===== src/rtl/fifo_wr_skid_pkg.sv =====
// Shared types and constants for the fifo_wr_skid write-side front end.
// The state type is shared by the top and any bench that wants to decode
// occupancy.

package fifo_wr_skid_pkg;

    // Skid occupancy. This is decoded from the two valid bits and is never
    // stored on its own.
    typedef enum logic [1:0] {
        S_EMPTY = 2'd0,
        S_ONE   = 2'd1,
        S_TWO   = 2'd2
    } state_t;

    // Step applied to the written-word and stall counters.
    localparam int CNT_INC = 1;

endpackage


===== src/rtl/fifo_wr_skid_sat_counter.sv =====
// sat_counter: saturating up-counter with enable and asynchronous clear.
// It is only used when FIFO_WR_SKID_STATS_EN is defined. Without the macro
// this file compiles to nothing, so no stats logic exists in the default build.

`ifdef FIFO_WR_SKID_STATS_EN
module sat_counter
    import fifo_wr_skid_pkg::*;
#(
    parameter int WIDTH = 16
) (
    input  logic             clk,
    input  logic             rst,
    input  logic             en,
    output logic [WIDTH-1:0] count
);

    // Count enabled cycles and hold at all-ones instead of wrapping.
    always_ff @(posedge clk or posedge rst) begin
        if (rst) begin
            count <= '0;
        end else if (en && (count != '1)) begin
            count <= count + WIDTH'(CNT_INC);
        end
    end

endmodule
`endif


===== src/rtl/fifo_wr_skid.sv =====
// fifo_wr_skid: write-side front end for non-FWFT FIFOs.
// A two-entry skid buffer (head + cache) takes a valid/ready producer stream
// and drives a FIFO write port. IN_READY is a register, so WR_FULL never
// reaches the producer combinationally. WR_EN = head valid & !WR_FULL is the
// only combinational path through the block.
// The optional macro FIFO_WR_SKID_STATS_EN adds the STALL_COUNT and
// OVERFLOW_ERR outputs.

module fifo_wr_skid
    import fifo_wr_skid_pkg::*;
#(
    parameter int C_WIDTH     = 32,
    parameter int C_CNT_WIDTH = 16
) (
    input  logic                   CLK,
    input  logic                   RST,
    input  logic [C_WIDTH-1:0]     IN_DATA,
    input  logic                   IN_VALID,
    output logic                   IN_READY,
    output logic [C_WIDTH-1:0]     WR_DATA,
    output logic                   WR_EN,
    input  logic                   WR_FULL,
    output logic [C_CNT_WIDTH-1:0] WR_COUNT,
    output logic                   IDLE
`ifdef FIFO_WR_SKID_STATS_EN
    ,
    output logic [C_CNT_WIDTH-1:0] STALL_COUNT,
    output logic                   OVERFLOW_ERR
`endif
);

    logic [C_WIDTH-1:0]     head_data;
    logic [C_WIDTH-1:0]     cache_data;
    logic                   head_valid;
    logic                   cache_valid;
    logic                   ready_q;
    logic [C_CNT_WIDTH-1:0] count_q;

    state_t state;
    state_t state_nxt;
    logic   accept;
    logic   pop;
    logic   load_head_in;
    logic   load_head_cache;
    logic   load_cache_in;

    assign accept = IN_VALID & ready_q;
    assign pop    = head_valid & ~WR_FULL;

    // Decode occupancy from the valid bits. The cache is only ever filled
    // behind a valid head, so a set cache bit always means two words.
    always_comb begin
        state = S_EMPTY;
        if (cache_valid) begin
            state = S_TWO;
        end else if (head_valid) begin
            state = S_ONE;
        end
    end

    // Skid transfer logic: pick the next occupancy and the register loads.
    // The cache is drained into the head before any new word lands in the
    // head, which keeps words in accept order.
    always_comb begin
        state_nxt       = state;
        load_head_in    = 1'b0;
        load_head_cache = 1'b0;
        load_cache_in   = 1'b0;
        unique case (state)
            S_EMPTY: begin
                if (accept) begin
                    state_nxt    = S_ONE;
                    load_head_in = 1'b1;
                end
            end
            S_ONE: begin
                if (pop && accept) begin
                    state_nxt    = S_ONE;
                    load_head_in = 1'b1;
                end else if (pop) begin
                    state_nxt = S_EMPTY;
                end else if (accept) begin
                    state_nxt     = S_TWO;
                    load_cache_in = 1'b1;
                end
            end
            S_TWO: begin
                // ready_q is low here, so no new word can arrive.
                if (pop) begin
                    state_nxt       = S_ONE;
                    load_head_cache = 1'b1;
                end
            end
            default: begin
                state_nxt = S_EMPTY;
            end
        endcase
    end

    // Control registers: valid bits, registered ready and the write counter.
    // An asynchronous reset discards held words immediately.
    always_ff @(posedge CLK or posedge RST) begin
        if (RST) begin
            head_valid  <= 1'b0;
            cache_valid <= 1'b0;
            ready_q     <= 1'b0;
            count_q     <= '0;
        end else begin
            head_valid  <= (state_nxt != S_EMPTY);
            cache_valid <= (state_nxt == S_TWO);
            ready_q     <= (state_nxt != S_TWO);
            if (pop) begin
                count_q <= count_q + C_CNT_WIDTH'(CNT_INC);
            end
        end
    end

    // Data registers. They are not reset; the valid bits qualify them.
    always_ff @(posedge CLK) begin
        if (load_head_in) begin
            head_data <= IN_DATA;
        end else if (load_head_cache) begin
            head_data <= cache_data;
        end
        if (load_cache_in) begin
            cache_data <= IN_DATA;
        end
    end

    assign IN_READY = ready_q;
    assign WR_DATA  = head_data;
    assign WR_EN    = pop;
    assign WR_COUNT = count_q;
    assign IDLE     = (state == S_EMPTY);

`ifdef FIFO_WR_SKID_STATS_EN
    logic armed;
    logic overflow_q;

    sat_counter #(
        .WIDTH (C_CNT_WIDTH)
    ) u_stall_cnt (
        .clk   (CLK),
        .rst   (RST),
        .en    (head_valid & WR_FULL),
        .count (STALL_COUNT)
    );

    // Sticky consistency flag. A stall with an empty cache is impossible
    // once ready has come up. The check is masked for the single cycle after
    // reset, when ready is still low by design.
    always_ff @(posedge CLK or posedge RST) begin
        if (RST) begin
            armed      <= 1'b0;
            overflow_q <= 1'b0;
        end else begin
            armed <= 1'b1;
            if (armed && IN_VALID && !ready_q && !cache_valid) begin
                overflow_q <= 1'b1;
            end
        end
    end

    assign OVERFLOW_ERR = overflow_q;
`endif

endmodule

===== config.mk =====
export PLATFORM = sky130hd
export DESIGN_NAME = fifo_wr_skid
export DESIGN_NICKNAME = d
export VERILOG_FILES = /design/src/rtl/fifo_wr_skid_pkg.sv /design/src/rtl/fifo_wr_skid_sat_counter.sv /design/src/rtl/fifo_wr_skid.sv
export SDC_FILE = /design/constraint.sdc
export NUM_CORES = 1
export LEC_CHECK = 0
export CAP_MARGIN = 25
export CORE_MARGIN = 2
export CORE_UTILIZATION = 43
export CTS_CLUSTER_SIZE = 12
export DETAILED_ROUTE_END_ITERATION = 8
export PLACE_DENSITY = 0.71
export SLEW_MARGIN = 5
export SYNTH_ARGS = -nofsm -noshare
export SYNTH_HDL_FRONTEND = slang
export SYNTH_SLANG_ARGS = --single-unit

===== constraint.sdc =====
create_clock -name CLK -period 3.2 [get_ports CLK]
set_input_delay 0.64 -clock CLK [delete_from_list [all_inputs] [get_ports CLK]]
set_output_delay 0.64 -clock CLK [all_outputs]
set_load 0.02 [all_outputs]

==> results.md <==
* CORE AREA at 7214 µm²
* Slowest CP cell: clkdlybuf4s50_1
* Seq cells post-synth at 83
* Die ar. at 8146 µm²
* PortBufs at 86
* Library cells used by synthesis at 23
* GR peak layer: met2
* Vias/cell at 4.797
* Hold Path Class: register to register
* Yosys warns at 0
* CP most frequent cell: clkdlybuf4s50_1
* Final Critical Period at 2.531 ns
* Crit path cell chain: clkdlybuf4s50_1 > nor2b_4 > clkdlybuf4s50_1
* CP max stage delay at 0.61 ns
* Worst relative slew slack at 53.97%
* Crit Path Category: input pin to primary output
* Skew final at 0.004019 ns
* CTS Root Cell: clkbuf_8
* Ports at 87
* CTS H-tree depth at 3
* Setup crit end kind: primary output
* Row count at 31
* Critical Path AT at 1.89 ns
* Max-cap viol count at 0
* Met2 GRT Util at 22.99%
* First-pass GRT wire length at 9370 µm
* Sink Count at 83
* Iteration-0 DRC Markers at 98
* Vias in the first global route at 1849
* M1 GR Usage at 19.14%
* CTS tree: done
* Hold buffers post-CTS at 0
* Number of gates resized after cts at 0
* Crit path launch type: input pin
* Final setup TNS at 0 ns
* Mapped Area at 3199 µm²
* Grt met3 use at 6.177%
* Gr usage total at 14.83%
* Final hold slack at 0.4847 ns
* Status: complete, no violations
* Routed Antenna Nets at 0
* Setup bufs post-CTS at 0
* Final net count at 307
* Seq/Total Area, Yosys at 74.93%
* Critical path required time at 2.56 ns
* Pwr Density at 758.3 nW/µm²
* HPWL Detailed at 3816 µm
* Top-area cell type share of the netlist area at 60.07%
* Worst-path clk slew at 0.08 ns
* Die H at 90.26 µm
* Crit-path max FO at 3
* Leakage at 1.594 nW
* First-pass detailed-route iteration total at 4
* Fraction of layout cells with a size suffix above 1 at 21.09%
* Highest clock rate at 395.1 MHz
* Least-Margin Pin Slew at 0.6897 ns
* Synth top area cells: edfxtp_1 60%, dfrtp_1 15%, mux2_2 11%
* Leading area contributor after synthesis: edfxtp_1
* Largest net degree at the start of global routing at 33
* Worst IR drop on VDD at 0.5539 mV
* Total Routed Length at 5677 µm
* Unrepaired setup endpoints after global routing: false
* Post-route DRC at 0
* Layout area overhead at 36.21%
* Final setup fails at 0
* Clock Latency Late Sink at 0.34 ns
* Clk buf depth at 2
* Die W at 90.26 µm
* GRT Residual Overflow at 0
* Net Count, Synth at 210
* Mean Syn Cell Area at 18.49 µm²
* Max Slew Vio Count at 0
* Drt wl/cell at 15.18 µm
* Initial antenna violation count at 0
* Via count at 1794
* Syn Inst Count at 173
* Final period util at 79.10%
* Placer Congestion at 0.6803
* Starting Density at 44.35%
* Num CTS Buffers at 9
* Hold Vio Cnt, Final at 0
* Ant diodes at 0
[area by class of cell]
class	instances	area (µm²)
inverters	2	7.507
flip-flops and latches	83	2397
fillers	565	2856
well taps	99	123.9
clock inverters	7	43.79
multi-input cells	83	750.7
repair buffers	91	910.9
clock buffers	9	123.9
[cell usage in the layout (no fill, tap or decap), types with 2 or more instances in the layout]
| master | instances |
|---|---|
| mux2_4 | 2 |
| clkinv_2 | 3 |
| nand2_1 | 9 |
| buf_4 | 4 |
| inv_1 | 2 |
| edfxtp_1 | 64 |
| nand3_1 | 3 |
| xor2_1 | 5 |
| clkbuf_8 | 9 |
| nand4_1 | 5 |
| dfrtp_1 | 19 |
| clkdlybuf4s50_1 | 86 |
| mux2_2 | 31 |
| xnor2_1 | 10 |
| nor2_1 | 5 |
| and4_1 | 3 |
| and3_1 | 3 |
[through the flow]
step | std cells | total power [W] | setup WS, ns | cell area (µm²) | utilization (%)
6_report | 374 | 0.003304 | 0.6687 | 4358 | 60.41
5_1_grt | 374 | 0.003472 | 0.6148 | 4358 | 60.41
4_1_cts | 374 | 0.003353 | 0.6668 | 4358 | 60.41
3_5_place_dp | 358 | 0.002710 | 0.6738 | 4190 | 58.08
3_3_place_gp | 358 | 0.002691 | 0.6847 | 4190 | 58.08
2_1_floorplan | 173 | 0.002215 | 0.7604 | 3204 | -
[critical path, delay by kind of cell]
| family | cells | cell delay [ns] |
|---|---|---|
| and+or+nand+nor | 1 | 0.15 |
| buffers and inverters | 2 | 1.11 |
[path summary, 6_finish.rpt]
| kind | startpoint | endpoint | slack (ns) | cells after the start |
|---|---|---|---|---|
| max reg2reg | cache_valid | WR_DATA[4] | 1.49 | 4 |
| min in group asynchronous | RST | WR_COUNT[7] | 0.70 | 2 |
| max | WR_FULL | WR_EN | 0.67 | 3 |
| min reg2reg | WR_COUNT[15] | WR_COUNT[15] | 0.48 | 1 |
| max in group asynchronous | RST | IN_READY | 2.06 | 2 |
| min | WR_COUNT[15] | WR_COUNT[15] | 0.48 | 1 |
[routing by layer]
layer,up-vias,part of all wire [%]
met2,67,47
li1,843,-
met4,0,1.1
met3,6,7.2
met5,-,0
met1,878,45
[where the power goes]
| part | total (W) | switching, W | internal [W] |
|---|---|---|---|
| clock | 0.000637 | 0.000358 | 0.000279 |
| combinational | 0.00107 | 0.000547 | 0.000521 |
| sequential | 0.00160 | 0.000124 | 0.00148 |
[logic make-up after synthesis]
group / synth area share (%)
fa+ha+maj: 0.3910
buf+inv: 1.955
compound gates: 0.4695
mux: 11.85
flops: 74.93
simple gates: 6.296
xor+xnor: 4.106
[sequential cells by signal (all words and copies together) (netlist names)]
name	flops
WR_COUNT	16
WR_DATA	32
head_valid	1
IN_READY	1
cache_valid	1
cache_data	32
[cell usage after synthesis]
library cell	n
a21oi_2	1
a31oi_1	1
and3_1	3
and4_1	3
buf_4	1
buf_6	3
clkbuf_8	1
dfrtp_1	19
edfxtp_1	64
ha_1	1
inv_1	2
mux2_2	31
mux2_4	2
nand2_1	9
nand3_1	3
nand3_4	1
nand4_1	5
nand4_4	1
nor2_1	5
nor2b_4	1
nor3_1	1
xnor2_1	10
xor2_1	5
Power figures use the tool's default switching activity.
